$ cat src/rtl/serial_pkg.sv
// Shared definitions for the serial datapath blocks: FSM state encoding
// and the default serializer word width.
package serial_pkg;

  localparam logic [1:0] ST_IDLE   = 2'd0;
  localparam logic [1:0] ST_SHIFT  = 2'd1;
  localparam logic [1:0] ST_PARITY = 2'd2;

  localparam int SERIAL_WIDTH_DEF = 8;

  typedef enum logic [1:0] {
    S_IDLE   = ST_IDLE,
    S_SHIFT  = ST_SHIFT,
    S_PARITY = ST_PARITY
  } state_t;

endpackage

$ cat src/rtl/piso_serializer_parity_gen.sv
// parity_gen: combinational XOR reduction over a WIDTH-bit word.
// A result of 1 means the word holds an odd number of ones, so appending
// it to the word makes the total count of ones even.
module parity_gen #(
  parameter int WIDTH = 8
) (
  input  logic [WIDTH-1:0] i_data,
  output logic             o_parity
);

  assign o_parity = ^i_data;

endmodule

$ cat src/rtl/piso_serializer.sv
// piso_serializer: parallel-in serial-out shifter with a valid/ready load
// port, gapless back-to-back frames and a registered serial output.
// Optional feature macro: PISO_PARITY_EN appends one even-parity bit
// after the data bits of every frame.
module piso_serializer
  import serial_pkg::*;
#(
  parameter int WIDTH     = SERIAL_WIDTH_DEF,
  parameter bit MSB_FIRST = 1'b1
) (
  input  logic             clk,
  input  logic             rst,
  input  logic             load_valid,
  output logic             load_ready,
  input  logic [WIDTH-1:0] din,
  output logic             so,
  output logic             so_valid,
  output logic             busy,
  output logic             done
);

  localparam int CNT_W = $clog2(WIDTH);
  localparam int OUT_IDX = MSB_FIRST ? WIDTH - 1 : 0;
  localparam logic [CNT_W-1:0] CNT_FIRST = CNT_W'(WIDTH - 1);

  state_t           r_state;
  state_t           w_stateNext;
  logic [WIDTH-1:0] r_shift;
  logic [WIDTH-1:0] w_shiftNext;
  logic [CNT_W-1:0] r_cnt;
  logic [CNT_W-1:0] w_cntNext;
  logic             r_so;
  logic             r_soValid;
  logic             r_busy;
  logic             r_done;
  logic             w_soNext;
  logic             w_busyNext;
  logic             w_doneNext;
  logic             w_finalBit;
  logic             w_accept;

`ifdef PISO_PARITY_EN
  logic r_parity;
  logic w_parityNext;
  logic w_parityCalc;

  parity_gen #(
    .WIDTH(WIDTH)
  ) u_parityGen (
    .i_data  (din),
    .o_parity(w_parityCalc)
  );

  assign w_finalBit = (r_state == S_PARITY);
`else
  assign w_finalBit = (r_state == S_SHIFT) && (r_cnt == '0);
`endif

  // Ready when idle or on the last bit of a frame so the next word follows without a gap.
  assign load_ready = rst && ((r_state == S_IDLE) || w_finalBit);
  assign w_accept   = load_valid && load_ready;

  // Next-state, datapath and next-output decode; an accepted load overrides everything else.
  always_comb begin
    w_stateNext = r_state;
    w_shiftNext = r_shift;
    w_cntNext   = r_cnt;
`ifdef PISO_PARITY_EN
    w_parityNext = r_parity;
`endif
    w_soNext   = 1'b0;
    w_busyNext = 1'b0;
    w_doneNext = 1'b0;

    case (r_state)
      S_IDLE: begin
      end
      S_SHIFT: begin
        if (r_cnt != '0) begin
          if (MSB_FIRST) begin
            w_shiftNext = {r_shift[WIDTH-2:0], 1'b0};
          end else begin
            w_shiftNext = {1'b0, r_shift[WIDTH-1:1]};
          end
          w_cntNext = r_cnt - CNT_W'(1);
        end else begin
`ifdef PISO_PARITY_EN
          w_stateNext = S_PARITY;
`else
          w_stateNext = S_IDLE;
          w_shiftNext = '0;
`endif
        end
      end
`ifdef PISO_PARITY_EN
      S_PARITY: begin
        w_stateNext = S_IDLE;
        w_shiftNext = '0;
      end
`endif
      default: begin
        w_stateNext = S_IDLE;
        w_shiftNext = '0;
        w_cntNext   = '0;
      end
    endcase

    if (w_accept) begin
      w_stateNext = S_SHIFT;
      w_shiftNext = din;
      w_cntNext   = CNT_FIRST;
`ifdef PISO_PARITY_EN
      w_parityNext = w_parityCalc;
`endif
    end

    if (w_stateNext == S_SHIFT) begin
      w_soNext   = w_shiftNext[OUT_IDX];
      w_busyNext = 1'b1;
`ifndef PISO_PARITY_EN
      w_doneNext = (w_cntNext == '0);
`endif
    end
`ifdef PISO_PARITY_EN
    if (w_stateNext == S_PARITY) begin
      w_soNext   = w_parityNext;
      w_busyNext = 1'b1;
      w_doneNext = 1'b1;
    end
`endif
  end

  // FSM state register.
  always_ff @(posedge clk or negedge rst) begin
    if (!rst) begin
      r_state <= S_IDLE;
    end else begin
      r_state <= w_stateNext;
    end
  end

  // Shift register, bit counter and registered outputs.
  always_ff @(posedge clk or negedge rst) begin
    if (!rst) begin
      r_shift   <= '0;
      r_cnt     <= '0;
      r_so      <= 1'b0;
      r_soValid <= 1'b0;
      r_busy    <= 1'b0;
      r_done    <= 1'b0;
    end else begin
      r_shift   <= w_shiftNext;
      r_cnt     <= w_cntNext;
      r_so      <= w_soNext;
      r_soValid <= w_busyNext;
      r_busy    <= w_busyNext;
      r_done    <= w_doneNext;
    end
  end

`ifdef PISO_PARITY_EN
  // Parity of the accepted word, captured at load and held for the parity cycle.
  always_ff @(posedge clk or negedge rst) begin
    if (!rst) begin
      r_parity <= 1'b0;
    end else begin
      r_parity <= w_parityNext;
    end
  end
`endif

  assign so       = r_so;
  assign so_valid = r_soValid;
  assign busy     = r_busy;
  assign done     = r_done;

endmodule
$ cat config.mk
export PLATFORM = sky130hd
export DESIGN_NAME = piso_serializer
export DESIGN_NICKNAME = d
export VERILOG_FILES = /design/src/rtl/serial_pkg.sv /design/src/rtl/piso_serializer_parity_gen.sv /design/src/rtl/piso_serializer.sv
export SDC_FILE = /design/constraint.sdc
export NUM_CORES = 1
export LEC_CHECK = 0
export ABC_AREA = 1
export CORE_MARGIN = 4
export CORE_UTILIZATION = 44
export DETAILED_ROUTE_END_ITERATION = 8
export HOLD_SLACK_MARGIN = 0.03
export PLACE_DENSITY = 0.83
export SLEW_MARGIN = 15
export SYNTH_ARGS = -nofsm -noshare
export SYNTH_HDL_FRONTEND = slang
export SYNTH_SLANG_ARGS = --single-unit
$ cat constraint.sdc
create_clock -name clk -period 1.3 [get_ports clk]
set_input_delay 0.26 -clock clk [delete_from_list [all_inputs] [get_ports clk]]
set_output_delay 0.26 -clock clk [all_outputs]
set_load 0.02 [all_outputs]
# [Yosys cells after proc, flatten, opt, wreduce, memory -nomap -nowiden]
# Cells that the tools add are included.
[totals] regBits=16 out_inout_bits=5 input_bits=11
[classes] n_mux=12 reduce_logical=8 n_addsub=1 n_eq_ne=3
[ops] cell="2-to-1 mux 8 bit" count=2
[ops] cell="case mux 8 bit (2 select lines)" count=1
[ops] cell="logical NOT 3 bit" count=2
[ops] cell="2-to-1 mux 3 bit" count=2
[ops] cell="case mux 3 bit (2 select lines)" count=1
[ops] cell="equality test 2 x 1 -> 1 bit (second input constant)" count=2
[ops] cell="2-to-1 mux 2 bit" count=2
[ops] cell="case mux 2 bit (2 select lines)" count=1
[ops] cell="logical AND 1 bit" count=3
[ops] cell="2-to-1 mux 1 bit" count=3
[ops] cell="nonzero test 3 bit" count=1
[ops] cell="subtractor 3 x 1 -> 3 bit (second input constant)" count=1
[ops] cell="logical NOT 2 bit" count=1
[ops] cell="!= test 2 bit (second input constant)" count=1
[ops] cell="logical OR 1 bit" count=1

# [Logic depth before layout (Yosys ltp)]
# Gate-level depths: netlist (run 1).
[logic_depth] ltp_word=8 depth_mapped=9 depth_no_buf=9

# [Worst setup path after synthesis (run 1)]
# OpenSTA, ideal clock, no wires.
[synth_path] path_kind="reg2out" from="register r_cnt[0]" to="output port load_ready" slack_ns=-0.113 stages_incl_launch_ff=7 n_path_buf=0 t_required_ns=1.040 arrival_time_ns=1.153 path_cell_list="dfrtp_1 inv_1 ha_1 nand2_2 nand2_1 nand2_1 nor2_1"
[synth_via] elab_chain_cells=4
[synth_lines] item="start: declaration" line="piso_serializer.sv:30" rtl="logic [CNT_W-1:0] r_cnt;"
[synth_lines] item="start signal: assignment" line="piso_serializer.sv:153" rtl="r_cnt <= w_cntNext;"
[synth_lines] item="logical NOT 3 bit" line="piso_serializer.sv:56" rtl="assign w_finalBit = (r_state == S_SHIFT) && (r_cnt == '0);"
[synth_lines] item="logical AND 1 bit" line="piso_serializer.sv:56"
[synth_lines] item="logical OR 1 bit" line="piso_serializer.sv:60" rtl="assign load_ready = rst && ((r_state == S_IDLE) || w_finalBit);"
[synth_lines] item="logical AND 1 bit" line="piso_serializer.sv:60"
[synth_lines] item="end: declaration" line="piso_serializer.sv:14" rtl="output logic load_ready,"
# Every way passes these cells.

# [Worst setup path in the final report (run 1)]
[layout_path] from="register r_cnt[1]" to="output port load_ready"
# The elaborated chain is that of the path after synthesis.

==> flow_summary.json, run 1 <==
{
  "antenna_cells": 0,
  "register_area_um2": 400,
  "firstDrtPassIters": 5,
  "final_nets": 149,
  "grt_pass1_wl_um": 3070,
  "die_w_um": 50.5,
  "clk_pin_slew_ns": 0.10,
  "wl_um": 2030,
  "arrival_ns": 1.32,
  "cp.required_ns": 1.04,
  "worstPathCellList": "inv_2 -> ha_4 -> nand2_4 -> nand2_4 -> nand2_4 -> nor2_4 -> buf_6",
  "drv_cap": 0,
  "whs_ns": 0.339,
  "wl_per_cell_um": 12.7,
  "worst_r2r_endpoint": "done$_DFF_PN0_",
  "end_kind": "output pin",
  "io_pins": 16,
  "drive_gt1_share_pct": 51.1,
  "hpwl_um": 1250,
  "track_usage_pct": 15.7,
  "path_buf_inv": 2,
  "crit_path_start": "r_cnt[1]$_DFF_PN0_",
  "antenna_found_initial": 0,
  "overflow": 0,
  "finalWorstSetupSlack_ns": -0.275,
  "rows": 15,
  "gp_congestion": 0.812,
  "slew_viol_final": 0,
  "min_period_over_period_pct": 121,
  "clk_latency_ns": 0.29,
  "viasPerCell": 4.85,
  "clock_skew_ns": 0.0106,
  "critPathMostFrequentCell": "nand2_4",
  "rrSetupSlack_ns": -0.20,
  "drtIter0Drc": 12,
  "core_area_um2": 1730,
  "synthDistinctLibCells": 20,
  "critPathMaxStageDelay_ns": 0.41,
  "die-area_um2": 2550,
  "cp-endpoint": "load_ready",
  "cp-start-kind": "flop",
  "syn_area_um2": 793,
  "leakage_nw": 0.723,
  "ys_warn_count": 0,
  "grt_pass1_vias": 737,
  "clock-sinks": 16,
  "setup_tns_ns": -1.76,
  "criticalPathCategory": "flop to output pin",
  "multiInputGateArea_um2": 505,
  "outcome": "finished with violations",
  "hold_viol": 0,
  "numCtsBuffers": 3,
  "grt_max_degree": 20,
  "crit_cells": 7,
  "setup_violations": 16,
  "vias": 776,
  "mostFrequentLayoutCells": "nand2_1, dfrtp_1, nand2_2, buf_4",
  "final_common_cell": "nand2_1",
  "htree_levels": 1,
  "stdcell_area_um2": 1360,
  "syn_nets": 109,
  "die_h_um": 50.5,
  "p_per_area_nw_per_um2": 1300,
  "cts_root_buffer": "clkbuf_4",
  "postSynthAreaPerCell_um2": 8.26,
  "fmax_ghz": 0.635,
  "ant_nets": 0,
  "numPortBuffers": 15,
  "ir_drop_uv": 951,
  "holdBufCountCts": 0,
  "violations": "setup timing",
  "post_dp_cell_area_um2": 1070,
  "tritoncts": "yes",
  "synthCells": 96,
  "crit_fanout": 2,
  "critPathTopFamily": "flip-flops",
  "fin_crit_ns": 1.58,
  "ys_ff_latch": 16,
  "drc": 0,
  "initial_core_util_pct": 45.9,
  "cp_slowest_cell": "dfrtp_1",
  "worstReg2RegStart": "r_cnt[1]$_DFF_PN0_",
  "clock_tree.buffer_depth": 2,
  "syn2layout_area_growth_pct": 71.5,
  "hp-class": "input pin to async pin",
  "worst_r2r_path_depth": 10,
  "rsz0062_at_grt": "yes",
  "fillers": 111,
  "synth_seq_area_share_pct": 50.5
}
registers in the layout (all words and copies together) (netlist names):
signal   count
so           1
busy         1
done         1
r_state      2
r_cnt        3
r_shift      8
final cells by class:
cell class / count / share of cell area [%]
Clock buffer: 4 / 2.67
Multi-Input combinational cell: 68 / 37.2
Tap cell: 25 / 2.30
Inverter: 11 / 3.59
Sequential cell: 16 / 29.4
Timing Repair Buffer: 36 / 24.8
metrics by stage:
stage | setup slack (ns) | utilization [%] | cells | total power [mW]
2_1_floorplan | 0.0301 | - | 96 | 0.857
3_3_place_gp | -0.431 | 62.0 | 147 | 1.06
3_5_place_dp | -0.516 | 62.0 | 147 | 1.08
4_1_cts | -0.271 | 71.8 | 159 | 1.66
5_1_grt | -0.352 | 78.8 | 160 | 1.88
6_report | -0.275 | 78.8 | 160 | 1.77
Yosys cell counts:
cell | n | area (um^2)
nand3_1 | 8 | 40.0
a211oi_2 | 1 | 12.5
nand3_2 | 1 | 10.0
nand2_2 | 2 | 12.5
nand4_4 | 1 | 21.3
nor2_4 | 1 | 11.3
buf_4 | 1 | 7.51
conb_1 | 1 | 3.75
a21oi_1 | 1 | 5.00
nand4_1 | 1 | 6.26
or2_0 | 1 | 6.26
inv_1 | 9 | 33.8
nand2_1 | 41 | 154
nand3b_1 | 1 | 7.51
inv_2 | 2 | 7.51
dfrtp_1 | 16 | 400
o211ai_1 | 1 | 7.51
nor2_2 | 1 | 6.26
ha_1 | 2 | 25.0
nor2_1 | 4 | 15.0
logic make-up (layout without fill, tap and decap cells):
group / Yosys count / count (layout) / share of synthesized area [%]
simple gates: 62 / 62 / 36.6
flops: 16 / 16 / 50.5
buf+inv: 12 / 51 / 6.15
compound gates: 3 / 3 / 3.15
fa+ha+maj: 2 / 2 / 3.15
other cells: 1 / 1 / 0.473
routing by layer:
layer	share of wire (%)	track usage [%]	vias up
met1	39	18.3	368
met4	2.5	8.07	0
met5	0	0	-
li1	-	-	373
met3	5.3	2.37	9
met2	53	27.6	26
what timing repair did:
action / 4_1_cts / 5_1_grt
pin swaps: 17 / 15
resized for setup: 31 / 36
setup buffers: 10 / 5
setup endpoints to repair: 18 / 16
power breakdown:
group	switching [mW]	total (mW)	internal, mW
Sequential	0.0389	0.593	0.554
Combinational	0.421	0.849	0.428
Clock	0.154	0.325	0.171
Total	0.614	1.77	1.15
worst min path at each step:
stage                        endpoint  slack, ns  cells past startpoint
2_1_floorplan          busy$_DFF_PN0_      -0.04                      0
3_3_place_gp   r_shift[0]$_DFFE_PN0P_       0.47                      2
6_report           r_cnt[1]$_DFF_PN0_       0.34                      2
4_1_cts            r_cnt[1]$_DFF_PN0_       0.35                      2
5_1_grt            r_cnt[0]$_DFF_PN0_       0.35                      2
3_5_place_dp   r_shift[0]$_DFFE_PN0P_       0.47                      2
worst reg2reg max path: stages, from the launching register on:
cell	delay [ns]
dfrtp_1	0.38
inv_2	0.06
ha_4	0.17
buf_4	0.13
buf_6	0.11
inv_4	0.05
nor2_4	0.04
nor2_4	0.13
nand3_2	0.07
nand3b_1	0.17
nor2_1	0.13
No activity file was read; power rests on OpenSTA's default activity.
==> run 2, diff against run 1 <==
Settings changed: CORE_UTILIZATION 44 to 48, PLACE_DENSITY 0.83 to 0.85.
Clock period 1.3 ns to 1.59 ns, I/O delays scaled along.
==> run 2 against run 1 <==
The run still ends with setup timing left. Final cell count fell by 9.4%. Clock skew fell by 0.0062 ns. Worst setup slack improved by 0.26 ns. Total power fell by 32%. Count of clock-buffer cells in the layout fell by 1. Cell area fell by 13%. Die area fell by 7.0%. Sequential power fell by 19%.
==> flow_summary.json, run 2 (synthesized netlist as in run 1, its figures left out) <==
{
  "viasPerCell": 5.11,
  "wl_um": 1870,
  "hold_viol": 0,
  "ir_drop_uv": 632,
  "violations": "setup timing",
  "grt_pass1_wl_um": 3270,
  "ant_nets": 0,
  "outcome": "finished with violations",
  "utilization_pct": 76.9,
  "numCtsBuffers": 3,
  "min_period_over_period_pct": 101,
  "rows": 14,
  "end_kind": "output pin",
  "leakage_nw": 0.644,
  "slew_viol_final": 0,
  "syn2layout_area_growth_pct": 49.5,
  "final_common_cell": "nand2_1",
  "grt_max_degree": 20,
  "clk_pin_slew_ns": 0.09,
  "clock_tree.buffer_depth": 2,
  "hp-class": "input pin to async pin",
  "critPathMostFrequentCell": "nand2_4",
  "crit_fanout": 2,
  "cp.required_ns": 1.27,
  "numPortBuffers": 15,
  "largest_register_ffs": 8,
  "antenna_cells": 0,
  "firstDrtPassIters": 4,
  "p_per_area_nw_per_um2": 1010,
  "overflow": 0,
  "clk_latency_ns": 0.29,
  "htree_levels": 1,
  "die_w_um": 48.7,
  "final_nets": 144,
  "antenna_found_initial": 0,
  "finalWorstSetupSlack_ns": -0.0178,
  "cts_root_buffer": "clkbuf_4",
  "worstPathCellList": "inv_2 -> ha_4 -> nand2_4 -> nand2_4 -> nand2_4 -> nor2_4 -> buf_6",
  "vias": 741,
  "cp_slowest_cell": "dfrtp_1",
  "setup_violations": 1,
  "critPathMaxStageDelay_ns": 0.40,
  "arrival_ns": 1.29,
  "rsz0062_at_grt": "yes",
  "drv_cap": 0,
  "drive_gt1_share_pct": 37.2,
  "fin_crit_ns": 1.61,
  "drc": 0,
  "initial_core_util_pct": 51.5,
  "mostFrequentLayoutCells": "nand2_1, dfrtp_1, buf_4, clkdlybuf4s50_1, nand2_2",
  "criticalPathCategory": "flop to output pin",
  "worst_r2r_path_depth": 11,
  "p_total_mw": 1.20,
  "die_h_um": 48.7,
  "cp-start-kind": "flop",
  "rrSetupSlack_ns": 0.02,
  "whs_ns": 0.404,
  "hpwl_um": 1340,
  "grt_pass1_vias": 781,
  "io_pins": 16,
  "drtIter0Drc": 14,
  "clock_skew_ns": 0.00442,
  "track_usage_pct": 17.5,
  "reg_top3": "r_shift (8), r_cnt (3), r_state (2)",
  "fmax_ghz": 0.622,
  "clock-sinks": 16,
  "core_area_um2": 1540,
  "gp_congestion": 0.812,
  "wl_per_cell_um": 12.9,
  "regMostFlops": "r_shift",
  "tritoncts": "yes",
  "die-area_um2": 2370
}
-- run 2: changes by cell type in the layout (fill, tap and decap cells not counted), moves of 4 or more --
| cell | delta |
|---|---|
| nand2_1 | +11 |
| buf_6 | -9 |
| nand2_2 | -7 |
| buf_4 | +4 |
| dlygate4sd2_1 | -4 |
| nand2_4 | -4 |
-- run 2: worst paths after layout --
| kind | start | to |
|---|---|---|
| worst max-delay path | r_cnt[0]$_DFF_PN0_ | load_ready |
| worst min-delay path | rst | r_cnt[2]$_DFF_PN0_ |
| worst max register to register | r_cnt[0]$_DFF_PN0_ | r_shift[3]$_DFFE_PN0P_ |
| worst min register to register | r_shift[0]$_DFFE_PN0P_ | r_shift[0]$_DFFE_PN0P_ |
| max in group asynchronous | rst | r_state[0]$_DFF_PN0_ |
| min in group clk | r_shift[0]$_DFFE_PN0P_ | r_shift[0]$_DFFE_PN0P_ |
-- run 2: cell type report --
cell class | count | area (um^2)
flip-flops and latches | 16 | 400
repair buffers | 31 | 277
fillers | 122 | 355
well taps | 16 | 20.0
clock buffers | 3 | 22.5
inverters | 11 | 43.8
multi-input cells | 68 | 423
-- run 2: where the power goes --
part           internal (mW)  switching, mW
Sequential             0.453         0.0292
Clock                 0.0881          0.121
Combinational          0.241          0.263
-- run 2: layer usage --
layer	wire [um]	GRT usage, %
met3	110	3.68
met4	48	9.42
met1	730	20.2
met5	0	0
met2	984	29.8
-- run 2: stage by stage --
| stage | TNS, ns | cell area [um^2] | setup slack (ns) | std cells |
|---|---|---|---|---|
| after floorplan | 0 | 793 | 0.119 | 96 |
| after global placement | -0.806 | 1030 | -0.242 | 136 |
| after detailed placement | -1.12 | 1030 | -0.283 | 136 |
| after CTS | -0.0744 | 1120 | -0.0744 | 145 |
| after global routing | -0.502 | 1190 | -0.0945 | 145 |
| final | -0.0178 | 1190 | -0.0178 | 145 |
-- run 2: critical path, delay by kind of cell, from the launching register on --
kind                     cells  cell delay, ns
buffers and inverters        2            0.20
AND/OR/NAND/NOR              4            0.25
flip-flops                   1            0.40
adder cells (fa/ha/maj)      1            0.15
-- run 2: timing repair --
action	CTS	global route
pin swaps	4	5
hold buffers	0	0
resized for setup	12	21
hold endpoints to repair	0	0
endpoints found under the setup margin	1	13
buffers inserted	6	0
